`src/rtl/spi_fifo_pkg.sv`:
```
// Shared constants and width helpers for the parametrised SPI data FIFO.
package spi_fifo_pkg;

    localparam int unsigned FIFO_MODE_REG  = 0;
    localparam int unsigned FIFO_MODE_FWFT = 1;

    function automatic int unsigned clog2(input int unsigned v);
        int unsigned r;
        r = 0;
        for (int i = 0; i < 32; i++) begin
            if ((64'd1 << i) < 64'(v)) r = 32'(i + 1);
        end
        return r;
    endfunction

    // Pointer indexes DEPTH entries; level needs one extra bit to hold DEPTH itself.
    function automatic int unsigned ptr_w(input int unsigned depth);
        return clog2(depth);
    endfunction

    function automatic int unsigned lvl_w(input int unsigned depth);
        return clog2(depth) + 1;
    endfunction

endpackage

```
`src/rtl/spi_fifo_param_if.sv`:
```
// Request/status bundle between a FIFO user (master) and the FIFO (slave).
interface spi_fifo_param_if
    import spi_fifo_pkg::*;
#(
    parameter int unsigned DATA_W = 8,
    parameter int unsigned DEPTH  = 16
) ();
    localparam int unsigned LVL_W = lvl_w(DEPTH);

    logic              flush;
    logic              wr_en;
    logic [DATA_W-1:0] wr_data;
    logic              rd_en;
    logic [DATA_W-1:0] rd_data;
    logic              rd_valid;
    logic              full;
    logic              empty;
    logic              almost_full;
    logic              almost_empty;
    logic [LVL_W-1:0]  level;
    logic              overflow;
    logic              underflow;

    modport master (
        output flush, wr_en, wr_data, rd_en,
        input  rd_data, rd_valid, full, empty, almost_full, almost_empty,
               level, overflow, underflow
    );

    modport slave (
        input  flush, wr_en, wr_data, rd_en,
        output rd_data, rd_valid, full, empty, almost_full, almost_empty,
               level, overflow, underflow
    );
endinterface

```
`src/rtl/spi_fifo_mem.sv`:
```
// Unreset DEPTH x DATA_W storage: one synchronous write port, one asynchronous read port.
module spi_fifo_mem
    import spi_fifo_pkg::*;
#(
    parameter int unsigned DATA_W = 8,
    parameter int unsigned DEPTH  = 16,
    parameter int unsigned PTR_W  = ptr_w(DEPTH)
) (
    input  logic              clk,
    input  logic              we,
    input  logic [PTR_W-1:0]  waddr,
    input  logic [DATA_W-1:0] wdata,
    input  logic [PTR_W-1:0]  raddr,
    output logic [DATA_W-1:0] rdata
);
    logic [DATA_W-1:0] mem [DEPTH];

    always_ff @(posedge clk) begin
        if (we) mem[waddr] <= wdata;
    end

    assign rdata = mem[raddr];
endmodule

```
`src/rtl/spi_fifo_param.sv`:
```
// Parametrised synchronous FIFO with level/threshold status, sticky error flags,
// synchronous flush and selectable registered or first-word-fall-through reads.
module spi_fifo_param
    import spi_fifo_pkg::*;
#(
    parameter int unsigned DATA_W    = 8,
    parameter int unsigned DEPTH     = 16,
    parameter int unsigned AFULL_TH  = DEPTH - 2,
    parameter int unsigned AEMPTY_TH = 1,
    parameter int unsigned FWFT      = FIFO_MODE_REG
) (
    input logic             clk,
    input logic             rst,
    spi_fifo_param_if.slave bus
);
    localparam int unsigned PTR_W = ptr_w(DEPTH);
    localparam int unsigned LVL_W = lvl_w(DEPTH);

    logic [PTR_W-1:0]  wr_ptr;
    logic [PTR_W-1:0]  rd_ptr;
    logic [LVL_W-1:0]  level_q;
    logic              overflow_q;
    logic              underflow_q;
    logic              empty_c;
    logic              full_c;
    logic              wr_acc_c;
    logic              rd_acc_c;
    logic              mem_we_c;
    logic [DATA_W-1:0] mem_rd_data;

    // A write into a full FIFO is allowed when the same cycle pops a word.
    assign empty_c  = (level_q == '0);
    assign full_c   = (level_q == LVL_W'(DEPTH));
    assign rd_acc_c = bus.rd_en && !empty_c;
    assign wr_acc_c = bus.wr_en && (!full_c || bus.rd_en);
    assign mem_we_c = wr_acc_c && !bus.flush && !rst;

    spi_fifo_mem #(
        .DATA_W (DATA_W),
        .DEPTH  (DEPTH),
        .PTR_W  (PTR_W)
    ) u_mem (
        .clk   (clk),
        .we    (mem_we_c),
        .waddr (wr_ptr),
        .wdata (bus.wr_data),
        .raddr (rd_ptr),
        .rdata (mem_rd_data)
    );

    always_ff @(posedge clk or posedge rst) begin
        if (rst) begin
            wr_ptr      <= '0;
            rd_ptr      <= '0;
            level_q     <= '0;
            overflow_q  <= 1'b0;
            underflow_q <= 1'b0;
        end else if (bus.flush) begin
            wr_ptr      <= '0;
            rd_ptr      <= '0;
            level_q     <= '0;
            overflow_q  <= 1'b0;
            underflow_q <= 1'b0;
        end else begin
            if (wr_acc_c) wr_ptr <= wr_ptr + PTR_W'(1);
            if (rd_acc_c) rd_ptr <= rd_ptr + PTR_W'(1);
            case ({wr_acc_c, rd_acc_c})
                2'b10:   level_q <= level_q + LVL_W'(1);
                2'b01:   level_q <= level_q - LVL_W'(1);
                default: level_q <= level_q;
            endcase
            if (bus.wr_en && !wr_acc_c) overflow_q  <= 1'b1;
            if (bus.rd_en && !rd_acc_c) underflow_q <= 1'b1;
        end
    end

    assign bus.level        = level_q;
    assign bus.full         = full_c;
    assign bus.empty        = empty_c;
    assign bus.almost_full  = (level_q >= LVL_W'(AFULL_TH));
    assign bus.almost_empty = (level_q <= LVL_W'(AEMPTY_TH));
    assign bus.overflow     = overflow_q;
    assign bus.underflow    = underflow_q;

    if (FWFT == FIFO_MODE_FWFT) begin : g_fwft
        assign bus.rd_data  = empty_c ? '0 : mem_rd_data;
        assign bus.rd_valid = !empty_c;
    end else begin : g_reg
        logic [DATA_W-1:0] rd_data_q;
        logic              rd_valid_q;

        // Popped word is captured on the accepting edge; rd_valid marks that one cycle.
        always_ff @(posedge clk or posedge rst) begin
            if (rst) begin
                rd_data_q  <= '0;
                rd_valid_q <= 1'b0;
            end else if (bus.flush) begin
                rd_data_q  <= '0;
                rd_valid_q <= 1'b0;
            end else begin
                rd_valid_q <= rd_acc_c;
                if (rd_acc_c) rd_data_q <= mem_rd_data;
            end
        end

        assign bus.rd_data  = rd_data_q;
        assign bus.rd_valid = rd_valid_q;
    end
endmodule

```
`src/flat_wrapper.sv`:
```
// flat-port wrapper written by rule: the top's interface ports become plain ports
module spi_fifo_param_flat import spi_fifo_pkg::*;
#(
    parameter int unsigned DATA_W    = 8,
    parameter int unsigned DEPTH     = 16,
    parameter int unsigned AFULL_TH  = DEPTH - 2,
    parameter int unsigned AEMPTY_TH = 1,
    parameter int unsigned FWFT      = FIFO_MODE_REG
)
  (clk, rst, bus_flush, bus_wr_en, bus_wr_data, bus_rd_en, bus_rd_data, bus_rd_valid, bus_full, bus_empty, bus_almost_full, bus_almost_empty, bus_level, bus_overflow, bus_underflow);
  spi_fifo_param_if #(.DATA_W(DATA_W), .DEPTH(DEPTH)) bus_i ();
  input logic clk;
  input logic rst;
  input wire logic [$bits(bus_i.flush)-1:0] bus_flush;
  input wire logic [$bits(bus_i.wr_en)-1:0] bus_wr_en;
  input wire logic [$bits(bus_i.wr_data)-1:0] bus_wr_data;
  input wire logic [$bits(bus_i.rd_en)-1:0] bus_rd_en;
  output wire logic [$bits(bus_i.rd_data)-1:0] bus_rd_data;
  output wire logic [$bits(bus_i.rd_valid)-1:0] bus_rd_valid;
  output wire logic [$bits(bus_i.full)-1:0] bus_full;
  output wire logic [$bits(bus_i.empty)-1:0] bus_empty;
  output wire logic [$bits(bus_i.almost_full)-1:0] bus_almost_full;
  output wire logic [$bits(bus_i.almost_empty)-1:0] bus_almost_empty;
  output wire logic [$bits(bus_i.level)-1:0] bus_level;
  output wire logic [$bits(bus_i.overflow)-1:0] bus_overflow;
  output wire logic [$bits(bus_i.underflow)-1:0] bus_underflow;
  assign bus_i.flush = bus_flush;
  assign bus_i.wr_en = bus_wr_en;
  assign bus_i.wr_data = bus_wr_data;
  assign bus_i.rd_en = bus_rd_en;
  assign bus_rd_data = bus_i.rd_data;
  assign bus_rd_valid = bus_i.rd_valid;
  assign bus_full = bus_i.full;
  assign bus_empty = bus_i.empty;
  assign bus_almost_full = bus_i.almost_full;
  assign bus_almost_empty = bus_i.almost_empty;
  assign bus_level = bus_i.level;
  assign bus_overflow = bus_i.overflow;
  assign bus_underflow = bus_i.underflow;
  spi_fifo_param #(.DATA_W(DATA_W), .DEPTH(DEPTH), .AFULL_TH(AFULL_TH), .AEMPTY_TH(AEMPTY_TH), .FWFT(FWFT)) u_core (.clk(clk), .rst(rst), .bus(bus_i));
endmodule
```
`config.mk`:
```
export PLATFORM = sky130hd
export DESIGN_NAME = spi_fifo_param_flat
export DESIGN_NICKNAME = d
export VERILOG_FILES = /design/src/rtl/spi_fifo_pkg.sv /design/src/rtl/spi_fifo_param_if.sv /design/src/rtl/spi_fifo_mem.sv /design/src/rtl/spi_fifo_param.sv /design/src/flat_wrapper.sv
export SDC_FILE = /design/constraint.sdc
export NUM_CORES = 1
export LEC_CHECK = 0
export CAP_MARGIN = 40
export CORE_MARGIN = 1.5
export CORE_UTILIZATION = 40
export DETAILED_ROUTE_END_ITERATION = 7
export SYNTH_ARGS = -nofsm -noshare
export SYNTH_HDL_FRONTEND = slang
export SYNTH_HIERARCHICAL = 1
export SYNTH_SLANG_ARGS = --single-unit
```
`constraint.sdc`:
```
create_clock -name clk -period 3.1 [get_ports clk]
set_clock_uncertainty 0.1 [all_clocks]
set_input_delay 0.31 -clock clk [delete_from_list [all_inputs] [get_ports clk]]
set_output_delay 0.31 -clock clk [all_outputs]
set_load 0.01 [all_outputs]
```
==> results of run 1 <==
worst max-delay path by stage:
stage,to,cells after the start,from,slack [ps]
after detailed placement,u_core/u_mem/mem[2][1]$_DFFE_PP_,8,u_core/bus.level[1]$_DFFE_PP0P_,220
final,u_core/u_mem/mem[2][5]$_DFFE_PP_,8,u_core/bus.level[1]$_DFFE_PP0P_,200
after global routing,u_core/u_mem/mem[2][5]$_DFFE_PP_,8,u_core/bus.level[1]$_DFFE_PP0P_,5
after CTS,bus_empty,5,u_core/bus.level[1]$_DFFE_PP0P_,50
after floorplan,u_core/u_mem/mem[2][0]$_DFFE_PP_,8,u_core/bus.level[1]$_DFFE_PP0P_,160
after global placement,u_core/u_mem/mem[2][0]$_DFFE_PP_,8,u_core/bus.level[1]$_DFFE_PP0P_,400
power by group through the flow:
stage                     Sequential [mW]  Clock, mW  Combinational, mW
after global placement               2.43          0               1.12
after floorplan                      2.43          0              0.708
after CTS                            2.40       2.29               1.14
after detailed placement             2.44          0               1.13
after global routing                 2.42       2.36               1.25
final                                2.40       2.25               1.13
worst max-delay path: stages, from the launching register on:
cell	delay (ps)
dfrtp_1	530
inv_1	160
ha_1	230
nand4bb_1	190
o21ai_1	100
nor3_1	400
or3b_2	560
nor2_1	130
buf_4	190
through the flow:
stage	hold WS, ps	utilization (%)	setup WS, ps	cells
5_1_grt	205	49.8	5.01	644
6_report	162	49.8	197	644
4_1_cts	175	49.8	50.0	644
3_5_place_dp	391	45.5	224	612
3_3_place_gp	377	45.4	400	611
2_1_floorplan	225	-	160	364
routing by layer:
layer  global-route usage, %  wire [um]  vias to the layer above
met1                    23.2       5890                     1766
met3                    4.76        550                       12
met4                    4.96        187                        0
met5                       0          0                        -
met2                    26.2       6180                       85
li1                        -          -                     1547
timing repair:
| action | 4_1_cts | 5_1_grt |
|---|---|---|
| setup endpoints to repair | 0 | 1 |
| hold buffers | 0 | 0 |
| resized for setup | 0 | 1 |
logic make-up after synthesis:
kind of cell	after synthesis
DFF	152
and+or+nand+nor	95
AOI/OAI and AO/OA	41
muxes	37
buffers and inverters	27
adders and majority gates	7
xor gates and xnor gates	5
flip-flops by register name (all words and copies together), names as in the netlist:
| register | count |
|---|---|
| u_core/bus.level | 5 |
| u_core/bus.overflow | 1 |
| u_core/bus.rd_data | 8 |
| u_core/bus.rd_valid | 1 |
| u_core/bus.underflow | 1 |
| u_core/rd_ptr | 4 |
| u_core/u_mem/mem | 128 |
| u_core/wr_ptr | 4 |
cells in the final DEF, fill, tap and decap left out, types with 2 or more instances in the layout:
cell	netlist	final
nand3_1	5	5
nand3b_1	2	2
a21oi_1	13	13
o21a_1	2	2
edfxtp_1	128	128
dfrtp_1	24	23
clkbuf_16	0	17
buf_4	1	22
mux4_1	14	14
ha_1	7	7
nor3b_1	2	2
mux2i_1	2	2
mux4_2	18	18
clkdlybuf4s50_1	0	32
nor2_1	32	32
bufinv_16	0	5
inv_6	0	5
mux2_1	2	2
nand4_1	2	2
a31oi_1	2	2
nand2b_1	3	3
xor2_1	4	4
nand2_1	29	29
o211ai_1	2	2
nor3_1	6	5
clkinv_2	0	2
inv_1	8	8
nor2b_1	5	5
a22oi_1	16	16
layout make-up:
type / count / area (sq um) / share of cell area, %
flip-flops and latches: 152 / 4450 / 58.5
multi-input cells: 185 / 1690 / 22.3
repair buffers: 56 / 520 / 6.85
clock buffers: 18 / 429 / 5.65
well taps: 211 / 264 / 3.48
clock inverters: 14 / 216 / 2.85
inverters: 8 / 30.0 / 0.395
==> metrics.md, run 1 <==
| Metric | Value |
|---|---|
| Top cells by count, synth | `edfxtp_1, nor2_1, nand2_1` |
| Clock latency on the worst-skew pair | `420 ps` |
| Layout cells sized above 1 | `18.0%` |
| Tightest Pin Transition | `654 ps` |
| CP Data Arrival Time | `2930 ps` |
| CP endpoint kind | `flip-flop` |
| Largest net degree at the start of global routing | `36` |
| GRT Residual Overflow | `0` |
| Total number of vias | `3410` |
| Final Cell Area | `7600 sq um` |
| Async S/R FF share, synth | `15.8%` |
| Drc violations | `0` |
| DIE HEIGHT | `128 um` |
| Switching share of power | `25.6%` |
| Ports | `33` |
| P_sw | `1.48 mW` |
| Die ar. | `16500 sq um` |
| Antenna violations before repair | `0` |
| DP HPWL | `8.21 mm` |
| Flop-to-flop setup slack | `200 ps` |
| Distinct cells, synth | `46` |
| HP Class | `input port to asynchronous set/reset pin` |
| Setup TNS | `0 ps` |
| Cell taking the most area after synthesis | `edfxtp_1` |
| CTS buffer count | `17` |
| Largest cells by area after synthesis | `edfxtp_1, dfrtp_1, mux4_2` |
| Post-DR vias/cell | `5.30` |
| Simple-Gate Fraction of Synth Area | `7.17%` |
| Max cap viols | `0` |
| First-pass GRT wire length | `20.0 mm` |
| Worst r2r src | `u_core/bus.level[1]$_DFFE_PP0P_` |
| Max Freq | `0.344 GHz` |
| Leak Pwr | `2.63 nW` |
| Avg Cell Area, Syn | `17.2 sq um` |
| Total wire length | `12.8 mm` |
| Layout area overhead | `21.0%` |
| Num rows | `45` |
| Antenna diode count | `0` |
| Relative slew slack | `56.2%` |
| Synth Flop Type | `edfxtp_1` |
| Final period util | `93.6%` |
| DR iter-0 viols | `235` |
| Mux share of post-synthesis cell area | `13.2%` |
| Final setup vio count | `0` |
| Total power | `5.78 mW` |
| Mapped Area | `6280 sq um` |
| Synth top area share | `61.2%` |
| Final hold vios | `0` |
| Mapped Cells | `364` |
| CTS tree | `done` |
| Vias in the first global route | `3445` |
| Sequential share of power | `41.5%` |
| Unrepaired setup endpoints after global routing | `false` |
| Post-Synth XOR/XNOR Area | `0.697%` |
| CP Max Fanout | `11` |
| Clock network power share | `38.9%` |
| Largest family of logic cells by synthesized area | `multiplexers` |
| Initial Utilization | `41.1%` |
| Total track usage | `16.8%` |
| Area share of fa/ha/maj cells after synthesis | `1.39%` |
| GP Congestion | `0.782` |
| Comb pwr share | `19.6%` |
| CTS sink cnt | `152` |
| Slew Limit Fails | `0` |
| Compound-Gate Fraction of Synth Area | `4.34%` |
| Kind of critical path | `flip-flop to flip-flop` |
| Seq/Total Area, Yosys | `70.8%` |
| Syn. warnings | `6` |
| CTS HTree Levels | `4` |
| Root buffer cell | `clkbuf_16` |
| CP startpoint kind | `flip-flop` |
| Port bufs | `32` |
| Cell Int Power | `4.30 mW` |
| Most frequent cell after synthesis | `edfxtp_1` |
| Status | `complete, no violations` |
| VDD IR max | `0.390 mV` |
| Capturing point of the worst reg2reg path | `u_core/u_mem/mem[2][5]$_DFFE_PP_` |
| WP data required | `3120 ps` |
| Post-synth EDFFs | `128` |
| Placement Cell Area | `6950 sq um` |
| Setup Fix Bufs, Post-CTS | `0` |
| Final min period | `2900 ps` |
| Syn nets | `384` |
| Power density cells | `761 nW/um^2` |
| Filler cell count | `1282` |
| Total Nets Final | `440` |
| Clock tree buffer depth | `2` |
| Core ar. | `15300 sq um` |
| Initial DRT Pass Iterations | `4` |
| Die width | `128 um` |
| Path depth of the worst reg2reg path | `8` |
| Wire length per cell | `19.9 um` |
| ANT nets after route | `0` |
| Clock-pin slew on the worst setup and hold paths | `60 ps` |
| Number of synthesized register bits | `152` |
(Power assumes the default switching activity.)
==> run 2, diff against run 1 <==
Settings changed: CORE_UTILIZATION 40 to 54, PLACE_DENSITY set to 0.76.
==> metrics.md, run 2 (same netlist as run 1, synthesis figures left out) <==
| Metric | Value |
|---|---|
| Status | `complete, no violations` |
| Kind of critical path | `flip-flop to output port` |
| Final core occ | `65.9%` |
| CP peak stage delay | `540 ps` |
| Ports | `33` |
| VDD IR max | `0.668 mV` |
| Layout cells sized above 1 | `18.5%` |
| Post-DR vias/cell | `6.00` |
| Biggest register | `u_core/u_mem/mem` |
| Total wire length | `12.4 mm` |
| Setup Slack @ Placement | `176 ps` |
| Final hold vios | `0` |
| Max cap viols | `0` |
| Antenna diode count | `0` |
| DR iter-0 viols | `471` |
| HP Class | `input port to asynchronous set/reset pin` |
| CTS sink cnt | `152` |
| Post-CTS Resized | `0` |
| Slowest stage cell, crit path | `or4b_4` |
| Initial DRT Pass Iterations | `5` |
| CP endpoint kind | `output port` |
| Total track usage | `22.0%` |
| Wire length per cell | `21.6 um` |
| Final period util | `91.9%` |
| Critical Path, Cell by Cell | `inv_1 > ha_1 > or4b_4 > inv_1 > clkdlybuf4s50_1` |
| Tightest Pin Transition | `682 ps` |
| Largest net degree at the start of global routing | `36` |
| CTS HTree Levels | `4` |
| Final setup vio count | `0` |
| Most frequent cell on the critical path | `inv_1` |
| DP HPWL | `7.79 mm` |
| Most common cell after layout, fill and taps aside | `edfxtp_1` |
| Setup TNS | `0 ps` |
| Leak Pwr | `2.60 nW` |
| Antenna violations before repair | `0` |
| Drc violations | `0` |
| Hold Buf Count CTS | `0` |
| ANT nets after route | `0` |
| Number of flip-flops in the largest register | `128` |
| Num rows | `39` |
| Crit path buf inv count | `3` |
| GP Congestion | `0.823` |
| CP startpoint kind | `flip-flop` |
| WP data required | `2690 ps` |
| Clock latency on the worst-skew pair | `420 ps` |
| CTS buffer count | `17` |
| Port bufs | `32` |
| DIE HEIGHT | `111 um` |
| Power density cells | `756 nW/um^2` |
| Root buffer cell | `clkbuf_16` |
| Hold slack | `187 ps` |
| Most frequent cells in the layout | `edfxtp_1, clkdlybuf4s50_1, nor2_1` |
| Vias in the first global route | `3443` |
| Max Freq | `0.351 GHz` |
| Setup Fix Bufs, Post-CTS | `0` |
| Clock tree buffer depth | `2` |
| Final worst slack | `250 ps` |
| Layout area overhead | `19.3%` |
| Unrepaired setup endpoints after global routing | `false` |
| Die width | `111 um` |
| Die ar. | `12300 sq um` |
| CP Data Arrival Time | `2440 ps` |
| Total power | `5.66 mW` |
| First-pass GRT wire length | `19.6 mm` |
| GRT Residual Overflow | `0` |
| Total number of vias | `3449` |
| Core ar. | `11400 sq um` |
| Clock-pin slew on the worst setup and hold paths | `60 ps` |
| Initial Utilization | `55.2%` |
| Cell family with most CP delay | `buffers and inverters` |
| Relative slew slack | `54.4%` |
| Final min period | `2850 ps` |
| CTS tree | `done` |
| Slew Limit Fails | `0` |
| CP Max Fanout | `11` |
| Total Nets Final | `439` |
## run 2: cell count changes in the layout (fill, tap and decap cells not counted), sizes merged
cell,change
buf,-1
clkinvlp,+6
bufinv,-1
clkbuf,-1
inv,-4
## run 2: area by class of cell
| type | count | area [sq um] |
|---|---|---|
| Sequential cell | 152 | 4450 |
| Clock inverter | 15 | 201 |
| Inverter | 8 | 30.0 |
| Tap cell | 143 | 179 |
| Multi-Input combinational cell | 185 | 1700 |
| Fill cell | 767 | 3880 |
| Clock buffer | 17 | 425 |
| Timing Repair Buffer | 55 | 513 |
## run 2: path summary, 6_finish.rpt
kind,startpoint,endpoint,slack [ps],cells past startpoint
setup / recovery,u_core/bus.level[1]$_DFFE_PP0P_,bus_empty,250,5
max in group asynchronous,rst,u_core/bus.level[0]$_DFFE_PP0P_,2230,3
hold reg to reg,u_core/bus.underflow$_DFFE_PP0P_,u_core/bus.underflow$_DFFE_PP0P_,400,2
hold / removal,rst,u_core/bus.rd_data[6]$_DFFE_PP0P_,190,2
min in group clk,u_core/bus.underflow$_DFFE_PP0P_,u_core/bus.underflow$_DFFE_PP0P_,400,2
setup reg to reg,u_core/bus.level[1]$_DFFE_PP0P_,u_core/u_mem/mem[0][5]$_DFFE_PP_,330,8
## run 2: layer usage
layer	GRT usage (%)	share of wire (%)	vias to the layer above
met5	0	0	-
met2	34.4	49	134
met1	30.2	42	1750
met4	9.15	1.9	0
li1	-	-	1546
met3	5.03	6.6	19
## run 2: through the flow
step           cells  area (sq um)
3_5_place_dp     543          6850
5_1_grt          575          7490
2_1_floorplan    364          6280
3_3_place_gp     542          6840
4_1_cts          575          7480
6_report         575          7490
## run 2: power breakdown
group / switching (mW) / internal, mW
clock network: 0.793 / 1.35
logic: 0.573 / 0.559
registers: 0.0932 / 2.30
==> run 3, diff against run 2 <==
Settings changed: GPL_ROUTABILITY_DRIVEN set to 1.
==> results of run 3 <==
Final layout, timing and power as in run 2 (identical DEF).
